**config.mk**
```make
export PLATFORM = sky130hd
export DESIGN_NAME = eedc_decoder
export DESIGN_NICKNAME = d
export VERILOG_FILES = /design/src/rtl/eedc_pkg.sv /design/src/rtl/eedc_correct.sv /design/src/rtl/eedc_decoder.sv
export SDC_FILE = /design/constraint.sdc
export NUM_CORES = 1
export LEC_CHECK = 0
export CAP_MARGIN = 10
export CELL_PAD_IN_SITES_DETAIL_PLACEMENT = 0
export CELL_PAD_IN_SITES_GLOBAL_PLACEMENT = 1
export CORE_ASPECT_RATIO = 1.25
export CORE_MARGIN = 2
export CORE_UTILIZATION = 42
export DETAILED_ROUTE_END_ITERATION = 6
export PLACE_DENSITY = 0.92
export REMOVE_ABC_BUFFERS = 1
export SETUP_SLACK_MARGIN = 0.2
export SKIP_LAST_GASP = 1
export SYNTH_ARGS = -nofsm -noshare
export SYNTH_HDL_FRONTEND = slang
export SYNTH_SLANG_ARGS = --single-unit
export TNS_END_PERCENT = 100
```
**constraint.sdc**
```tcl
create_clock -name clk -period 3.7 [get_ports clk]
set_clock_uncertainty 0.15 [all_clocks]
set_input_delay 0.925 -clock clk [delete_from_list [all_inputs] [get_ports clk]]
set_output_delay 0.925 -clock clk [all_outputs]
set_load 0.005 [all_outputs]
```
**src/rtl/eedc_pkg.sv**
```systemverilog
// Shared constants and syndrome helper for the Hamming(11,7) decoder.
// Latency: none (declarations only). Backpressure: not applicable.
// Bit index i of a codeword holds Hamming position i+1.
package eedc_pkg;

  localparam int DATA_W = 7;
  localparam int CODE_W = 11;
  localparam int SYN_W  = 4;

  // Hamming position of data bit d[k]
  localparam int DATA_POS [DATA_W] = '{3, 5, 6, 7, 9, 10, 11};

  localparam logic [SYN_W-1:0] SYN_NONE       = 4'd0;
  localparam logic [SYN_W-1:0] SYN_MAX_CORR   = 4'd11;
  localparam logic [SYN_W-1:0] SYN_UNCORR_MIN = 4'd12;

  function automatic logic [SYN_W-1:0] eedc_syndrome(input logic [CODE_W-1:0] cw);
    logic [SYN_W-1:0] s;
    s = '0;
    for (int p = 1; p <= CODE_W; p++) begin
      for (int j = 0; j < SYN_W; j++) begin
        if (p[j]) s[j] = s[j] ^ cw[p-1];
      end
    end
    return s;
  endfunction

endpackage

```
**src/rtl/eedc_correct.sv**
```systemverilog
// Single-error correction and data extraction from a codeword and its syndrome.
// Latency: combinational.
// Backpressure: none; purely a function of its inputs.
module eedc_correct
  import eedc_pkg::*;
(
  input  logic [CODE_W-1:0] codeword,
  input  logic [SYN_W-1:0]  syndrome,
  output logic [DATA_W-1:0] data,
  output logic              corrected,
  output logic              uncorrectable
);

  logic [CODE_W-1:0] fixed;

  always_comb begin
    fixed         = codeword;
    corrected     = 1'b0;
    uncorrectable = 1'b0;
    data          = '0;
    if (syndrome != SYN_NONE && syndrome <= SYN_MAX_CORR) begin
      // Syndrome value names the flipped position; parity hits leave data intact.
      for (int p = 1; p <= CODE_W; p++) begin
        if (syndrome == SYN_W'(p)) fixed[p-1] = ~codeword[p-1];
      end
      corrected = 1'b1;
    end else if (syndrome >= SYN_UNCORR_MIN) begin
      uncorrectable = 1'b1;
    end
    for (int k = 0; k < DATA_W; k++) begin
      data[k] = fixed[DATA_POS[k]-1];
    end
  end

endmodule

```
**src/rtl/eedc_decoder.sv**
```systemverilog
// Two-stage Hamming(11,7) decoder with saturating error statistics.
// Latency: 2 cycles input-to-output, one word per cycle sustained.
// Backpressure: out_valid & ~out_ready freezes both stages; an empty stage 1 may still fill.
module eedc_decoder
  import eedc_pkg::*;
#(
  parameter int CNT_W = 16
) (
  input  logic              clk,
  input  logic              rst_n,
  input  logic              in_valid,
  output logic              in_ready,
  input  logic [CODE_W-1:0] codeword_in,
  output logic              out_valid,
  input  logic              out_ready,
  output logic [DATA_W-1:0] data_out,
  output logic [SYN_W-1:0]  syndrome_out,
  output logic              err_corrected,
  output logic              err_uncorrectable,
  input  logic              cnt_clear,
  output logic [CNT_W-1:0]  corrected_cnt,
  output logic [CNT_W-1:0]  uncorrectable_cnt
);

  logic              s1_valid;
  logic [CODE_W-1:0] s1_code;
  logic [SYN_W-1:0]  s1_syn;
  logic              stall;
  logic              out_fire;
  logic [DATA_W-1:0] fix_data;
  logic              fix_corr;
  logic              fix_unc;

  assign stall    = out_valid & ~out_ready;
  assign in_ready = ~stall | ~s1_valid;
  assign out_fire = out_valid & out_ready;

  eedc_correct u_correct (
    .codeword      (s1_code),
    .syndrome      (s1_syn),
    .data          (fix_data),
    .corrected     (fix_corr),
    .uncorrectable (fix_unc)
  );

  always_ff @(posedge clk or negedge rst_n) begin
    if (!rst_n) begin
      s1_valid <= 1'b0;
      s1_code  <= '0;
      s1_syn   <= '0;
    end else if (in_ready) begin
      s1_valid <= in_valid;
      if (in_valid) begin
        s1_code <= codeword_in;
        s1_syn  <= eedc_syndrome(codeword_in);
      end
    end
  end

  always_ff @(posedge clk or negedge rst_n) begin
    if (!rst_n) begin
      out_valid         <= 1'b0;
      data_out          <= '0;
      syndrome_out      <= '0;
      err_corrected     <= 1'b0;
      err_uncorrectable <= 1'b0;
    end else if (!stall) begin
      out_valid <= s1_valid;
      if (s1_valid) begin
        data_out          <= fix_data;
        syndrome_out      <= s1_syn;
        err_corrected     <= fix_corr;
        err_uncorrectable <= fix_unc;
      end
    end
  end

  // Clear takes priority over a same-cycle increment.
  always_ff @(posedge clk or negedge rst_n) begin
    if (!rst_n) begin
      corrected_cnt     <= '0;
      uncorrectable_cnt <= '0;
    end else if (cnt_clear) begin
      corrected_cnt     <= '0;
      uncorrectable_cnt <= '0;
    end else begin
      if (out_fire && err_corrected && !(&corrected_cnt))
        corrected_cnt <= corrected_cnt + CNT_W'(1);
      if (out_fire && err_uncorrectable && !(&uncorrectable_cnt))
        uncorrectable_cnt <= uncorrectable_cnt + CNT_W'(1);
    end
  end

endmodule
```
==> results.md <==
* Seq pwr share at 43.5%
* Post-Synth Simple-Gate Area at 22.1%
* Status: finished, final reports clean
* CP startpoint kind: primary input
* Most used cell, CP: clkdlybuf4s50_1
* Ranking of synthesized cells by area: dfrtp_1, or4_1, mux2_2, o31ai_1, xnor2_1
* Die span in x at 79.9 um
* Synthesized area per cell at 10.0 sq um
* Sw power at 0.000448 W
* Starting density of the core at 43.4%
* Switching part of the total power at 25.0%
* Core Region at 0.00698 sq mm
* WL final at 7040 um
* Clock Power Share at 40.3%
* # H-tree levels at 3
* Buf/Inv on CP at 2
* Crit. End Element: output port
* Leakage at 1.48 nW
* Fin area at 0.00397 sq mm
* Area share of the largest cell type after synthesis at 48.0%
* Post-route ant nets at 0
* Sequential cell area at 0.00145 sq mm
* Worst-margin pin slew at 0.840 ns
* Most common cell after layout, fill and taps aside: clkdlybuf4s50_1
* CP Max Fanout at 4
* Cell family with most CP delay: buffers and inverters
* DR WL met2 at 3660 um
* Die height at 98.9 um
* IO Count at 63
* Worst min path class: reg -> reg
* Final core occ at 56.9%
* Fill cell count at 633
* Total CTS buffers at 9
* Gr ovfl total at 0
* Final nets at 380
* CTS clk-pin slew, worst paths at 0.07 ns
* Logic gate share of total power at 16.3%
* Synth Area in Adders at 0.827%
* Proportion of synthesized area in mux cells at 5.50%
* Most frequent cells in the layout: clkdlybuf4s50_1, dfrtp_1, nand2_1
* Number of flops mapped to enable cells by yosys at 0
* Detailed-route via count at 2,591
* Synth Warn # at 0
* Top Metal Used: met4
* Max Slew Vio Count at 0
* Layout cell share with drive strength beyond 1 at 10.1%
* Fin crit share at 86.1%
* DR iter-0 viols at 124
* Slowest-stage cell, CP: clkdlybuf4s50_1
* Hold buffers post-CTS at 0
* Initial antenna violation count at 0
* CP Data Arrival Time at 2.11 ns
* Post-CTS Setup Inserts at 0
* Mapped Cells at 302
* Number of global-route vias before repair at 2,485
* Final min period at 3.19 ns
* Achievable Freq at 314 MHz
* Row Count at 34
* Peak VDD IR at 0.253 mV
* Post-cts sizing count at 0
* Final setup viols at 0
* Max Cap Viol at 0
* GRT Overall Usage at 19.3%
* Fin cells at 456
* Total negative slack at 0 ns
* Distinct cell type count after synthesis at 42
* Cell-internal power at 0.00134 W
* Synthesized area at 0.00303 sq mm
* CTS tree: built
* Crit path largest cell delay at 0.52 ns
* DIE AREA at 0.00791 sq mm
* Register area share after synthesis at 48.0%
* PortBufs at 62
* Synth Register Bits at 58
* Met3 WL at 318 um
* Clk_lat worst skew at 0.34 ns
* Main combinational cell family by area after synthesis: simple AND/OR/NAND/NOR gates
* Xor and xnor area share after synthesis at 6.08%
* Met1 wire length at 3000 um
* FFs w/ async S/R, synth at 100%
* Crit-path cells: clkdlybuf4s50_1, nand3b_1, clkdlybuf4s50_1
* Worst-case clock buffer depth at 2
* Synth Area in Compound Gates at 14.3%
* Worst slew margin at 43.5%
* P per Cell Area at 451 mW/mm^2
* DP Area at 0.00370 sq mm
* Ant. Diodes at 0
* Final Hold Vio Count at 0
* Multi-input combinational cell area at 0.00148 sq mm
* Sink Count at 58
* Area grow syn2layout at 31.1%
* Critical path type: in -> out
* Drt pass-1 iters at 4
* RSZ-0062 raised after global routing: false
* Maximum number of pins on one net before global-route repair at 49
* Gp weighted congestion at 0.793
* Root buf cell: clkbuf_8
* Area leader, netlist: dfrtp_1
* First-pass GRT wire length at 12,000 um
* WP data required at 2.62 ns
* Routed vias/inst at 5.68
* Placed insts at 439
* Main synth FF type: dfrtp_1
* Post-DR wirelength/cell at 15.4 um
* Drt drc at 0
* Post-DP HPWL at 4950 um
## through the flow
| step | hold slack [ns] | power, W | worst slack (ns) |
|---|---|---|---|
| 6_report | 0.333 | 0.00179 | 0.514 |
| 3_5_place_dp | 0.323 | 0.00108 | 0.386 |
| 2_1_floorplan | 0.307 | 0.000901 | 1.15 |
| 3_3_place_gp | 0.318 | 0.00107 | 0.441 |
| 4_1_cts | 0.339 | 0.00180 | 0.512 |
| 5_1_grt | 0.367 | 0.00187 | 0.446 |
## synth_stat cells, drive strengths merged (5+ instances only)
master	n
xnor2	16
dfrtp	58
or4	20
nor4	7
o21ai	16
clkbuf	13
nand2	31
or3	6
nand3	12
o31ai	19
inv	7
mux2	13
xor2	5
a21oi	23
nand4	9
## state kept, by name (all words and copies together), names as in the netlist
name and count:
s1_code 7, uncorrectable_cnt 16, err_corrected 1, s1_syn 4
corrected_cnt 16, data_out 7, syndrome_out 4, out_valid 1
s1_valid 1, err_uncorrectable 1
## worst reg2reg max path, cell delays in order (launching register included)
cell and delay [ns]:
dfrtp_1 0.42, nand3_1 0.36, or4_1 0.66, nor4_1 0.24
mux2_2 0.37
## power groups by stage
stage	clock (W)	sequential, W	combinational, W
3_3_place_gp	0	0.000787	0.000285
5_1_grt	0.000762	0.000788	0.000323
2_1_floorplan	0	0.000772	0.000129
3_5_place_dp	0	0.000789	0.000294
6_report	0.000721	0.000778	0.000291
4_1_cts	0.000728	0.000778	0.000295
## metal layers
| metal | GRT usage (%) | vias up |
|---|---|---|
| li1 | - | 1253 |
| met1 | 23.6 | 1269 |
| met2 | 32.8 | 62 |
| met3 | 5.68 | 7 |
| met4 | 5.48 | 0 |
| met5 | 0 | - |
## worst paths after layout
check,from,end,slack (ns),cells past startpoint
hold / removal,data_out[2],data_out[2],0.33,2
min in group asynchronous,rst_n,data_out[1],0.37,1
hold reg to reg,data_out[2],data_out[2],0.33,2
setup reg to reg,out_valid,corrected_cnt[13],1.40,4
max in group asynchronous,rst_n,uncorrectable_cnt[6],2.29,3
setup / recovery,out_ready,in_ready,0.51,3
## area by class of cell
cell class | instances | share of cell area, %
clock inverter | 5 | 2.59
clock buffer | 10 | 3.47
tap | 90 | 2.84
sequential | 58 | 36.6
timing repair buffer | 66 | 16.6
multi-input combinational | 219 | 37.2
inverter | 8 | 0.757
## kinds of logic (layout without fill, tap and decap cells)
family,after synthesis,after routing
AO/OA/AOI/OAI,69,69
AND/OR/NAND/NOR,112,112
adder cells (fa/ha/maj),2,2
flip-flops,58,58
multiplexers,15,15
buffers and inverters,25,89
XOR/XNOR,21,21
Note: power is estimated with default switching activity, not from simulation.
